## config.mk

```make
export PLATFORM = sky130hd
export DESIGN_NAME = ld_st_wakeup_queue
export DESIGN_NICKNAME = d
export VERILOG_FILES = /design/src/rtl/rv32i_types.sv /design/src/rtl/ld_st_wakeup_cmp.sv /design/src/rtl/ld_st_wakeup_queue.sv
export SDC_FILE = /design/constraint.sdc
export NUM_CORES = 1
export LEC_CHECK = 0
export BUFFER_PORTS_ARGS = -buffer_cell sky130_fd_sc_hd__buf_2
export CORE_UTILIZATION = 53
export CTS_BUF_LIST = sky130_fd_sc_hd__clkbuf_4
export CTS_CLUSTER_DIAMETER = 120
export DETAILED_ROUTE_END_ITERATION = 12
export MAX_ROUTING_LAYER = met4
export PLACE_DENSITY = 0.71
export SYNTH_ARGS = -nofsm -noshare
export SYNTH_HDL_FRONTEND = slang
export SYNTH_SLANG_ARGS = --single-unit
```

## constraint.sdc

```tcl
create_clock -name clk -period 5.5 [get_ports clk]
set_clock_uncertainty 0.1 [all_clocks]
set_input_delay 0.275 -clock clk [delete_from_list [all_inputs] [get_ports clk]]
set_output_delay 0.275 -clock clk [all_outputs]
set_load 0.005 [all_outputs]
```

## src/rtl/rv32i_types.sv

```systemverilog
// Shared core types: physical register tags, load/store queue entries and CDB broadcasts.
package rv32i_types;

   localparam int PHYS_REG_W = 6;

   typedef logic [PHYS_REG_W-1:0] phys_reg_t;

   typedef struct packed {
      logic [3:0]  rob_idx;
      logic        is_store;
      logic [2:0]  funct3;
      logic [11:0] imm;
      phys_reg_t   rs1_paddr;
      logic        rs1_rdy;
      phys_reg_t   rs2_paddr;
      logic        rs2_rdy;
      logic        ready;
   } ld_st_data_pkt_t;

   typedef struct packed {
      logic      cdb_broadcast;
      phys_reg_t cdb_p_addr;
   } cdb_pkt_t;

endpackage

```

## src/rtl/ld_st_wakeup_cmp.sv

```systemverilog
// Per-entry source-tag match against every CDB port; returns merged ready bits.
module ld_st_wakeup_cmp
   import rv32i_types::*;
#(
   parameter int NUM_CDB = 2
) (
   input  ld_st_data_pkt_t pkt_in,
   input  cdb_pkt_t        cdb_pkt [NUM_CDB],
   output logic            rs1_rdy,
   output logic            rs2_rdy,
   output logic            ready
);

   logic hit1, hit2;

   always_comb begin
      hit1 = 1'b0;
      hit2 = 1'b0;
      for (int k = 0; k < NUM_CDB; k++) begin
         if (cdb_pkt[k].cdb_broadcast) begin
            if (cdb_pkt[k].cdb_p_addr == pkt_in.rs1_paddr) hit1 = 1'b1;
            if (cdb_pkt[k].cdb_p_addr == pkt_in.rs2_paddr) hit2 = 1'b1;
         end
      end
      rs1_rdy = pkt_in.rs1_rdy | hit1;
      rs2_rdy = pkt_in.rs2_rdy | hit2;
      ready   = rs1_rdy & rs2_rdy;
   end

endmodule

```

## src/rtl/ld_st_wakeup_queue.sv

```systemverilog
// In-order load/store issue FIFO whose entries snoop the CDB for source wakeup.
// Outputs come only from registered state; wakeups show up one cycle after the broadcast.
module ld_st_wakeup_queue
   import rv32i_types::*;
#(
   parameter int DEPTH   = 8,
   parameter int NUM_CDB = 2
) (
   input  logic                       clk,
   input  logic                       rst,
   input  logic                       flush,
   input  logic                       wen,
   input  ld_st_data_pkt_t            fifo_in,
   input  logic                       ren,
   input  cdb_pkt_t                   cdb_pkt [NUM_CDB],
   output ld_st_data_pkt_t            fifo_out,
   output logic                       fifo_out_valid,
   output logic                       fifo_empty,
   output logic                       fifo_full,
   output logic [$clog2(DEPTH):0]     fifo_count
);

   localparam int IW = $clog2(DEPTH);
   localparam int PW = IW + 1;

   logic [PW-1:0]   head_q, head_d, tail_q, tail_d;
   logic [DEPTH-1:0] valid_q, valid_d;
   ld_st_data_pkt_t entries_q [DEPTH];
   ld_st_data_pkt_t entries_d [DEPTH];

   // Index DEPTH of the comparator array is the enqueue bypass path.
   ld_st_data_pkt_t cmp_in  [DEPTH+1];
   logic            cmp_rs1 [DEPTH+1];
   logic            cmp_rs2 [DEPTH+1];
   logic            cmp_rdy [DEPTH+1];

   logic [IW-1:0] head_idx, tail_idx;
   logic          do_enq, do_deq;

   assign head_idx       = head_q[IW-1:0];
   assign tail_idx       = tail_q[IW-1:0];
   assign fifo_empty     = (head_q == tail_q);
   assign fifo_full      = (head_q[IW] != tail_q[IW]) && (head_idx == tail_idx);
   assign fifo_count     = tail_q - head_q;
   assign fifo_out       = entries_q[head_idx];
   assign fifo_out_valid = !fifo_empty && entries_q[head_idx].ready;

   assign do_enq = wen && !fifo_full && !flush;
   assign do_deq = ren && fifo_out_valid && !flush;

   for (genvar i = 0; i <= DEPTH; i++) begin : g_cmp
      if (i < DEPTH) begin : g_ent
         assign cmp_in[i] = entries_q[i];
      end else begin : g_byp
         assign cmp_in[i] = fifo_in;
      end
      ld_st_wakeup_cmp #(.NUM_CDB(NUM_CDB)) u_cmp (
         .pkt_in  (cmp_in[i]),
         .cdb_pkt (cdb_pkt),
         .rs1_rdy (cmp_rs1[i]),
         .rs2_rdy (cmp_rs2[i]),
         .ready   (cmp_rdy[i])
      );
   end

   always_comb begin
      head_d    = head_q;
      tail_d    = tail_q;
      valid_d   = valid_q;
      entries_d = entries_q;
      for (int i = 0; i < DEPTH; i++) begin
         if (valid_q[i]) begin
            entries_d[i].rs1_rdy = cmp_rs1[i];
            entries_d[i].rs2_rdy = cmp_rs2[i];
            entries_d[i].ready   = cmp_rdy[i];
         end
      end
      if (do_deq) begin
         valid_d[head_idx] = 1'b0;
         head_d            = head_q + 1'b1;
      end
      if (do_enq) begin
         entries_d[tail_idx]         = fifo_in;
         entries_d[tail_idx].rs1_rdy = cmp_rs1[DEPTH];
         entries_d[tail_idx].rs2_rdy = cmp_rs2[DEPTH];
         entries_d[tail_idx].ready   = cmp_rdy[DEPTH];
         valid_d[tail_idx]           = 1'b1;
         tail_d                      = tail_q + 1'b1;
      end
      if (flush) begin
         valid_d = '0;
         head_d  = '0;
         tail_d  = '0;
      end
   end

   always_ff @(posedge clk) begin
      if (rst) begin
         head_q  <= '0;
         tail_q  <= '0;
         valid_q <= '0;
      end else begin
         head_q  <= head_d;
         tail_q  <= tail_d;
         valid_q <= valid_d;
      end
   end

   // Payloads carry no reset; valid bits alone decide what is live.
   always_ff @(posedge clk) begin
      entries_q <= entries_d;
   end

endmodule

```

==> metrics <==
DRT antenna net count 0; WHS Endpoint head_q[0]; max_slew headroom between 20% and 30%; Adder-Cell Fraction of Synth Area less than 1%; largest net degree at the start of global routing 60; Critical Path Fanout Max 46; Final Cycle Share a little over two thirds; Max Slew Vio Count 0; I/O Pins 96; GPL Wtd Cong between 0.9 and 1; Area growth syn-to-layout 14.8%; Synth Area in Simple Gates around 7.5%; Sw Share between 20% and 30%; port bufs 94; post-synth cell types 47; Mean Syn Cell Area 14.3 sq um; endpoints failing setup 0; die area between 0.02 and 0.03 sq mm; CTS max path bufs 3; hold wc startpoint ren; pwr dens just under 300 mW/mm^2; Leak a little under 0.006 uW; Max Cap Viol 0; Cells after Synth between 1000 and 1500; Clock Latency Late Sink 0.72 ns; Tmin final a little under 4 ns; CP Class flip-flop to primary output; clock-pin slew on the worst setup and hold paths roughly 0.070 ns; share of post-route cells with drive strength above 1 26.0%; drt wl/cell 22.9 um; Synth area leaders edfxtp_1 53%, mux4_2 11%, xor2_1 8.9%; ys flop type edfxtp_1; startpoint types flip-flop; first-pass GRT wire length between 50000 and 60000 um; Post-synth EDFFs ~260; WHS Path Cells 5; number of global-route vias before repair just under 10000; Bufs and invs on worst path 2; Post-Synth XOR/XNOR Area 13.7%; CTS buffer count 75; Flop pwr share 51.2%; DR pass1 iterations 5; hpwl dp between 20000 and 25000 um; total negative slack 0 ns; status finished, final reports clean; row cnt about 60; Hold Crit Class input pin to flip-flop; main combinational cell family by area after synthesis XOR/XNOR gates; gr ovfl total 0; reg2reg path depth 5; Core ar. about 0.026 sq mm; mux share of post-synthesis cell area around 11%; Crit. End Element primary output; die width between 150 and 200 um; CTS tree done; DRC viols 0; Net Count, Synth about 1100; final net count about 1200; CTS H-tree depth 3; Initial DRC Count 733; worst path cell trace buf_4 > mux2i_1 > o22ai_1 > or2_2 > nor2b_1 > buf_2; cell family with most CP delay buffers and inverters; Req. time, crit path slightly above 5 ns; Ys Warns 0; complex-gate fraction of the synthesized area 5.50%; final wirelength about 36000 um; CTS sink count about 300; Slew @ Worst Pin between 1 and 1.5 ns; via count roughly 9400; Root Driver clkbuf_4; Max VDD drop around 0.00024 V; reg2reg setup slack approximately 2.1 ns; final hold vios 0; signal arrival time at the worst endpoint about 3.5 ns; largest area contributor in the netlist edfxtp_1; top-area cell type share of the netlist area between 50% and 60%; Comb pwr share under 10%; post-synthesis sequential area ratio approximately three fifths; Worst path slowest cell buf_4; initial core utilization a little over half; max frequency 257 MHz; Post-CTS Setup Inserts 0; Min Hold Slack roughly 0.060 ns; Internal Pwr Total between 3000 and 4000 uW; Synth Cell Area 0.0144 sq mm; Net Switching approximately 1100 uW; RSZ-0062 raised after global routing false; Chip Height approximately 170 um; initial antenna violation count 1; All-Layer GR Usage ~28%; async set or reset register ratio after synthesis 0%; clock power share a little over two fifths; Worst R2R Start head_q[0]; post-synthesis sequential element count about 300; vias per cell 5.96; CP peak stage delay 0.82 ns
## placed cells by master, fill, tap and decap left out, types with 2 or more instances in the layout
cell type      synthesis  final
edfxtp_1             256    256
xor2_1               146    146
clkbuf_4               0    116
nand2_1              106    106
buf_2                 21     94
xnor2_1               77     77
mux4_2                68     68
nor2_1                37     37
dfxtp_1               40     37
o21ai_0               36     36
dlygate4sd3_1          0     36
inv_1                 18     18
nand4_1               18     18
nor3_1                18     18
a41o_1                18     18
o22ai_1               18     18
a21oi_1               18     18
nor4_1                16     16
clkinv_1               1     14
buf_4                 21     13
o221ai_1               8      8
a22oi_1                8      8
mux2i_1                6      6
o21ai_1                5      5
ha_1                   5      5
nor4_4                 4      4
bufinv_16              0      4
nand3_1                3      3
nor3_4                 3      3
nor2_4                 0      2
nand2b_1               2      2
or2_2                  2      2
inv_6                  0      2
clkinv_2               0      2
dfxtp_4                0      2
## tightest hold or removal path: stages
cell and delay [ns]:
buf_2 0.10, o211a_1 0.14, o21ai_2 0.16, xor2_1 0.08
nor2_1 0.08
## kinds of logic after synthesis
logic type / count (synthesis)
buf+inv: 74
xor+xnor: 224
fa+ha+maj: 6
mux: 74
simple gates: 217
flops: 296
compound gates: 118
## synthesized netlist by cell type, types with 2 or more instances
cell,n
a21oi_1,18
buf_6,3
o221ai_1,8
nand4_1,18
edfxtp_1,256
nor4_4,4
xor2_1,146
ha_1,5
nand3_1,3
mux2i_1,6
a22oi_1,8
nor4_1,16
xnor2_1,77
nand2_1,106
nor2_2,2
nand2b_1,2
nor3_1,18
a41o_1,18
mux4_2,68
nor3_4,3
o21ai_1,5
buf_2,21
buf_4,21
nor2_1,37
or2_2,2
inv_1,18
dfxtp_1,40
o22ai_1,18
clkbuf_1,9
o21ai_0,36
## power by group through the flow
stage / sequential, uW / combinational [uW] / clock (uW)
floorplan: 2520 / 190 / 0
global placement: 2520 / 284 / 0
detailed placement: 2520 / 289 / 0
CTS: 2480 / 311 / 2090
global route: 2480 / 337 / 2200
finish: 2480 / 313 / 2050
## what timing repair did
action,4_1_cts,5_1_grt
gates resized for setup,0,0
hold endpoints to repair,281,0
hold buffers,36,0
## cell type report
cell class	count	area (sq um)
fillers	2036	9810
flip-flops and latches	296	8500
multi-input cells	639	5530
repair buffers	144	948
clock buffers	116	871
well taps	335	419
clock inverters	22	205
inverters	19	71.3
diodes	1	2.50
## per-layer routing
metal	vias to the layer above	global-route usage, %	part of all wire [%]
met4	0	11.2	2.9
met5	-	-	0
met1	4688	35.3	41
met2	421	44.3	48
li1	4192	-	-
met3	69	4.18	7.2
## through the flow
| step | worst slack, ns | power, uW | std cells | utilization, % | instance area (sq um) |
|---|---|---|---|---|---|
| floorplan | 1.89 | 2710 | 1009 | - | 14400 |
| global placement | 2.12 | 2810 | 1397 | 57.3 | 15100 |
| detailed placement | 2.10 | 2810 | 1397 | 57.3 | 15100 |
| CTS | 1.55 | 4880 | 1571 | 62.8 | 16500 |
| global route | 1.44 | 5010 | 1572 | 62.8 | 16500 |
| finish | 1.61 | 4840 | 1572 | 62.8 | 16500 |
## how the worst max path moves through the flow
| stage | end | slack (ns) | depth (start not counted) | startpoint |
|---|---|---|---|---|
| 2_1_floorplan | cmp_in[253] | 1.89 | 9 | head_q[2] |
| 3_3_place_gp | flip-flop | 2.12 | 5 | head_q[0] |
| 3_5_place_dp | flip-flop | 2.10 | 5 | head_q[0] |
| 4_1_cts | fifo_out_valid | 1.55 | 6 | head_q[0] |
| 5_1_grt | fifo_out_valid | 1.44 | 6 | head_q[0] |
| 6_report | fifo_out_valid | 1.61 | 6 | head_q[0] |
Note: power is estimated with default switching activity, not from simulation.
